<file path="config.mk">
export PLATFORM = sky130hd
export DESIGN_NAME = matrix_loader
export DESIGN_NICKNAME = d
export VERILOG_FILES = /design/src/rtl/matrix_pkg.sv /design/src/rtl/matrix_loader.sv
export SDC_FILE = /design/constraint.sdc
export NUM_CORES = 1
export LEC_CHECK = 0
export ABC_AREA = 1
export CAP_MARGIN = 20
export CORE_MARGIN = 8
export CORE_UTILIZATION = 30
export DETAILED_ROUTE_END_ITERATION = 12
export DONT_BUFFER_PORTS = 1
export GPL_TIMING_DRIVEN = 0
export PLACE_DENSITY = 0.5
export SETUP_SLACK_MARGIN = 0.15
export SYNTH_ARGS = -nofsm -noshare
export SYNTH_HDL_FRONTEND = slang
export SYNTH_SLANG_ARGS = --single-unit
</file>
<file path="constraint.sdc">
create_clock -name clk_in -period 4.59 [get_ports clk_in]
set_clock_uncertainty 0.2 [all_clocks]
set_input_delay 0.918 -clock clk_in [delete_from_list [all_inputs] [get_ports clk_in]]
set_output_delay 0.918 -clock clk_in [all_outputs]
set_load 0.02 [all_outputs]
</file>
<file path="src/rtl/matrix_pkg.sv">
// matrix_pkg: shared definitions for the matrix loader and matrix ALU.
// Holds the opcode map, element/matrix geometry and the loader state encoding.
package matrix_pkg;

  localparam int ELEM_W   = 16;
  localparam int DIM      = 4;
  localparam int NUM_ELEM = DIM * DIM;
  localparam int MATRIX_W = ELEM_W * NUM_ELEM;   // 256
  localparam int CNT_W    = $clog2(NUM_ELEM);
  localparam int OP_W     = 4;

  // Opcode map shared with the ALU
  localparam logic [OP_W-1:0] OP_NOP   = 4'h0;
  localparam logic [OP_W-1:0] OP_ADD   = 4'h1;
  localparam logic [OP_W-1:0] OP_SMUL  = 4'h2;
  localparam logic [OP_W-1:0] OP_SUB   = 4'h3;
  localparam logic [OP_W-1:0] OP_MUL   = 4'h4;
  localparam logic [OP_W-1:0] OP_TRANS = 4'h5;
  localparam logic [OP_W-1:0] OP_HADD  = 4'h6;
  localparam logic [OP_W-1:0] OP_HSUB  = 4'h7;
  localparam logic [OP_W-1:0] OP_MAX   = 4'h8;
  localparam logic [OP_W-1:0] OP_MIN   = 4'h9;
  localparam logic [OP_W-1:0] OP_AND   = 4'hA;
  localparam logic [OP_W-1:0] OP_OR    = 4'hB;
  localparam logic [OP_W-1:0] OP_XOR   = 4'hC;
  localparam logic [OP_W-1:0] OP_LAND  = 4'hD;
  localparam logic [OP_W-1:0] OP_LOR   = 4'hE;
  localparam logic [OP_W-1:0] OP_LXOR  = 4'hF;

  typedef enum logic [1:0] {
    ST_IDLE   = 2'd0,
    ST_LOAD_A = 2'd1,
    ST_LOAD_B = 2'd2,
    ST_ISSUE  = 2'd3
  } ld_state_e;

endpackage

</file>
<file path="src/rtl/matrix_loader.sv">
// matrix_loader: collects an opcode and a serial element stream into two
// 4x4 operand matrices, then issues the complete set to the matrix ALU.
// Optional build macro: MATRIX_LOADER_UNARY_SKIP_EN -- when defined, the
// transpose opcode skips the B load phase and B stays zero.
module matrix_loader
  import matrix_pkg::*;
(
  input  logic                clk_in,
  input  logic                rst_in,
  input  logic [OP_W-1:0]     opcode_in,
  input  logic                op_valid_in,
  output logic                op_ready_out,
  input  logic [ELEM_W-1:0]   elem_in,
  input  logic                elem_valid_in,
  output logic                elem_ready_out,
  output logic [MATRIX_W-1:0] matrix_a_out,
  output logic [MATRIX_W-1:0] matrix_b_out,
  output logic [OP_W-1:0]     opcode_out,
  output logic                issue_valid_out,
  input  logic                issue_ready_in,
  output logic                busy_out
);

  ld_state_e                        state_q, state_d;
  logic [CNT_W-1:0]                 cnt_q;
  logic [OP_W-1:0]                  opcode_q;
  logic [NUM_ELEM-1:0][ELEM_W-1:0]  mat_a_q, mat_b_q;

  logic op_acc, elem_acc, cnt_last, last_b, skip_b;

  assign op_acc   = (state_q == ST_IDLE) && op_valid_in;
  assign elem_acc = ((state_q == ST_LOAD_A) || (state_q == ST_LOAD_B)) && elem_valid_in;
  assign cnt_last = (cnt_q == CNT_W'(NUM_ELEM - 1));
  // Scalar multiply carries a single B element in slot 0
  assign last_b   = (opcode_q == OP_SMUL) || cnt_last;

`ifdef MATRIX_LOADER_UNARY_SKIP_EN
  assign skip_b = (opcode_q == OP_TRANS);
`else
  assign skip_b = 1'b0;
`endif

  // State register
  always_ff @(posedge clk_in) begin
    if (!rst_in) state_q <= ST_IDLE;
    else         state_q <= state_d;
  end

  // Next-state decode
  always_comb begin
    state_d = state_q;
    case (state_q)
      ST_IDLE:   if (op_valid_in)
                   state_d = (opcode_in == OP_NOP) ? ST_ISSUE : ST_LOAD_A;
      ST_LOAD_A: if (elem_valid_in && cnt_last)
                   state_d = skip_b ? ST_ISSUE : ST_LOAD_B;
      ST_LOAD_B: if (elem_valid_in && last_b)
                   state_d = ST_ISSUE;
      ST_ISSUE:  if (issue_ready_in)
                   state_d = ST_IDLE;
      default:   state_d = ST_IDLE;
    endcase
  end

  // Handshake outputs decode from the state register only
  always_comb begin
    op_ready_out    = 1'b0;
    elem_ready_out  = 1'b0;
    issue_valid_out = 1'b0;
    busy_out        = 1'b1;
    case (state_q)
      ST_IDLE:   begin op_ready_out = 1'b1; busy_out = 1'b0; end
      ST_LOAD_A: elem_ready_out  = 1'b1;
      ST_LOAD_B: elem_ready_out  = 1'b1;
      ST_ISSUE:  issue_valid_out = 1'b1;
      default:   busy_out = 1'b0;
    endcase
  end

  // Operand datapath: opcode latch, slot counter, one slot write per element.
  // Matrices are cleared on opcode accept so no stale slot survives a load.
  always_ff @(posedge clk_in) begin
    if (!rst_in) begin
      cnt_q    <= '0;
      opcode_q <= '0;
      mat_a_q  <= '0;
      mat_b_q  <= '0;
    end else if (op_acc) begin
      cnt_q    <= '0;
      opcode_q <= opcode_in;
      mat_a_q  <= '0;
      mat_b_q  <= '0;
    end else if (elem_acc) begin
      // counter wraps 15->0 at the A->B boundary
      cnt_q <= cnt_q + 1'b1;
      if (state_q == ST_LOAD_A) mat_a_q[cnt_q] <= elem_in;
      else                      mat_b_q[cnt_q] <= elem_in;
    end
  end

  assign matrix_a_out = mat_a_q;
  assign matrix_b_out = mat_b_q;
  assign opcode_out   = opcode_q;

endmodule

</file>
==> summary.md <==
| Metric | Value |
|---|---|
| Status | complete, no violations |
| All-Layer GR Usage | a little over a fifth |
| CP arrival | between 3 and 4 ns |
| CTS Hold Bufs | 0 |
| Layout filler cell count | ~6300 |
| Area of the multi-input gates | between 7000 and 8000 um^2 |
| CTS Sinks | approximately 520 |
| Worst path cell trace | inv_1, ha_1, nand2_1, nand2_1, buf_2, clkbuf_1, clkbuf_1, a21oi_1 |
| WL/cell | ~24 um |
| CP max stage delay | just over 0.7 ns |
| H-tree Lvls | 2 |
| Fmax | approximately 310 MHz |
| Clock root buffer | clkbuf_16 |
| Worst-margin pin slew | between 1 and 1.5 ns |
| Global-route wire length before repair | approximately 110 mm |
| Leak | between 6 and 7 nW |
| Final #Nets | 2485 |
| Pwr Total | 10.4 mW |
| IO Port Bufs | 0 |
| Worst-path clk slew | ~0.06 ns |
| Die footprint | between 60000 and 70000 um^2 |
| # setup viols final | 0 |
| VDD IR-drop max | roughly 0.24 mV |
| Cts repair resizes | 0 |
| Yosys reg bits | between 500 and 600 |
| Post-DP HPWL | around 59 mm |
| Max Cap Viol | 0 |
| Initial Utilization | roughly 30% |
| Antenna violations before repair | 2 |
| Worst-Skew Late Latency | just under 0.6 ns |
| Worst setup EP type | flip-flop |
| CTS Buf Count | 57 |
| Die height | 263 um |
| CP required | ~4.8 ns |
| Die W | between 200 and 300 um |
| Layout cells sized above 1 | ~7.1% |
| Core area | a little over 60000 um^2 |
| CTS tree | built |
| Worst Hold Class | in2reg |
| Routed WL | between 80 and 90 mm |
| Pwr/cell area | between 400 and 500 nW/um^2 |
| Worst Path Buf+Inv | 4 |
| Syn Area/Cell | roughly 7.7 um^2 |
| Final Cell Area | between 20000 and 25000 um^2 |
| Syn Nets | 2426 |
| Max Fanout on Critical Path | 10 |
| Num rows | 90 |
| Largest net degree at the start of global routing | 15 |
| Post-synthesis cell count | between 2000 and 2500 |
| Antenna Nets Post-Route | 0 |
| Vias in the first global route | ~15000 |
| RSZ-0062 raised after global routing | false |
| Max-slew violations | 0 |
| Initial DRC count | between 1000 and 1500 |
| CP delay by family, top | buffers and inverters |
| Sequential cell area | between 10000 and 15000 um^2 |
| Yosys cell types | 21 |
| Crit path launch type | flip-flop |
| Slew margin rel. | a little under a quarter |
| Diode count | 0 |
| Post-CTS Setup Repair Bufs | 0 |
| Via count | 16400 |
| Setup TNS | 0 ns |
| Tcrit/Tclk final | a little over two thirds |
| Kind of critical path | reg2reg |
| Seq/Total Area, Yosys | approximately 57% |
| Drt pass-1 iters | 5 |
| Gp weighted congestion | ~0.82 |
| Num ports | approximately 550 |
| Max Buffers Root-to-Sink | 3 |
| GRT overflow | 0 |
| Synthesized area | between 15000 and 20000 um^2 |
| Synthesis Warnings | 0 |
| Placement Cell Area | slightly below 20000 um^2 |
| Fin crit period | roughly 3.2 ns |
| Hold violation count in the final report | 0 |
| Critical path's slowest cell | clkbuf_1 |
| Vias per cell | about 5 |
| Area Overhead vs Synth | 16.0% |
| DRC errors left | 0 |
-- final timing paths --
check	start	endpoint	slack, ns	cells after the start
max	state_q[0]$_SDFFE_PN0P_	matrix_a_out[47]$_SDFFE_PP0P_	1.37	8
min	rst_in	state_q[1]$_SDFFE_PN0P_	0.25	2
max reg2reg	state_q[0]$_SDFFE_PN0P_	matrix_a_out[47]$_SDFFE_PP0P_	1.37	8
min reg2reg	state_q[1]$_SDFFE_PN0P_	state_q[1]$_SDFFE_PN0P_	0.36	2
-- metrics by stage --
step                      instances  worst slack [ns]  utilization [%]  hold WS, ns
final                          3277              1.37             35.3        0.251
after global routing           3277              1.11             35.3        0.212
after CTS                      3277              1.28             35.3        0.204
after detailed placement       3174              1.22             32.0        0.347
after global placement         3174              1.28             32.0        0.333
after floorplan                2392              2.36                -        0.303
-- state kept, by name, summed over array words and instances, names as in the netlist --
signal,cells
opcode_out,4
cnt_q,4
state_q,2
matrix_b_out,256
matrix_a_out,256
-- area by class of cell --
| class | count | area share [%] |
|---|---|---|
| plain buffers | 171 | 3.26 |
| inverters | 52 | 0.917 |
| clock inverters | 22 | 1.27 |
| flip-flops and latches | 522 | 49.1 |
| well taps | 782 | 4.60 |
| multi-input cells | 1647 | 32.9 |
| clock buffers | 81 | 7.93 |
-- worst reg2reg max path: cells and delay by family, from the launching register on --
family	cells	cell delay, ns
adders and majority gates	1	0.33
buffers and inverters	4	1.70
AOI/OAI and AO/OA	1	0.09
DFF	1	0.34
and+or+nand+nor	2	0.42
-- where the power goes --
part,internal (mW),total [mW],switching (mW),leakage [nW]
sequential,4.59,4.71,0.119,4.20
combinational,0.156,0.889,0.733,1.70
clock,2.83,4.77,1.93,0.973
-- Yosys cell counts --
cell type / number / area, um^2
nand2_1: 1049 / 3940
dfxtp_1: 522 / 10500
a21oi_1: 517 / 2590
clkbuf_1: 125 / 469
buf_2: 33 / 165
inv_1: 31 / 116
nor2_1: 31 / 116
inv_2: 21 / 78.8
nand2_2: 21 / 131
buf_1: 11 / 41.3
ha_1: 9 / 113
nand3_1: 7 / 35.0
o21ai_0: 6 / 30.0
nor2_4: 2 / 22.5
a211oi_1: 1 / 7.51
buf_4: 1 / 7.51
buf_6: 1 / 11.3
nor3_1: 1 / 5.00
nor4_1: 1 / 6.26
o22ai_1: 1 / 6.26
or2_2: 1 / 6.26
-- metal layers --
| metal | vias to the layer above | wire length [um] | track usage, % |
|---|---|---|---|
| met4 | 0 | 2780 | 7.20 |
| met3 | 139 | 8580 | 8.87 |
| li1 | 7755 | - | - |
| met1 | 7855 | 30600 | 24.6 |
| met2 | 681 | 38300 | 37.4 |
| met5 | - | 0 | 0 |
-- logic make-up (layout without fill, tap and decap cells) --
logic type      after synthesis  in the layout  share of synthesized area (%)
fa+ha+maj                     9              9                          0.614
flops                       522            522                           57.0
buf+inv                     223            326                           4.85
simple gates               1113           1113                           23.2
compound gates              525            525                           14.3
-- layout by cell type, fill, tap and decap left out, types with 2 or more instances in the layout --
master,count
inv_6,2
nand3_1,7
nor2_4,2
inv_2,21
a21oi_1,517
buf_1,11
clkinv_2,10
clkbuf_16,57
buf_2,33
clkinv_4,2
nor2_1,31
clkbuf_8,17
clkbuf_1,132
nand2_2,21
bufinv_16,5
dfxtp_1,522
ha_1,9
inv_1,31
o21ai_0,6
nand2_1,1049
No activity file was read; power rests on OpenSTA's default activity.
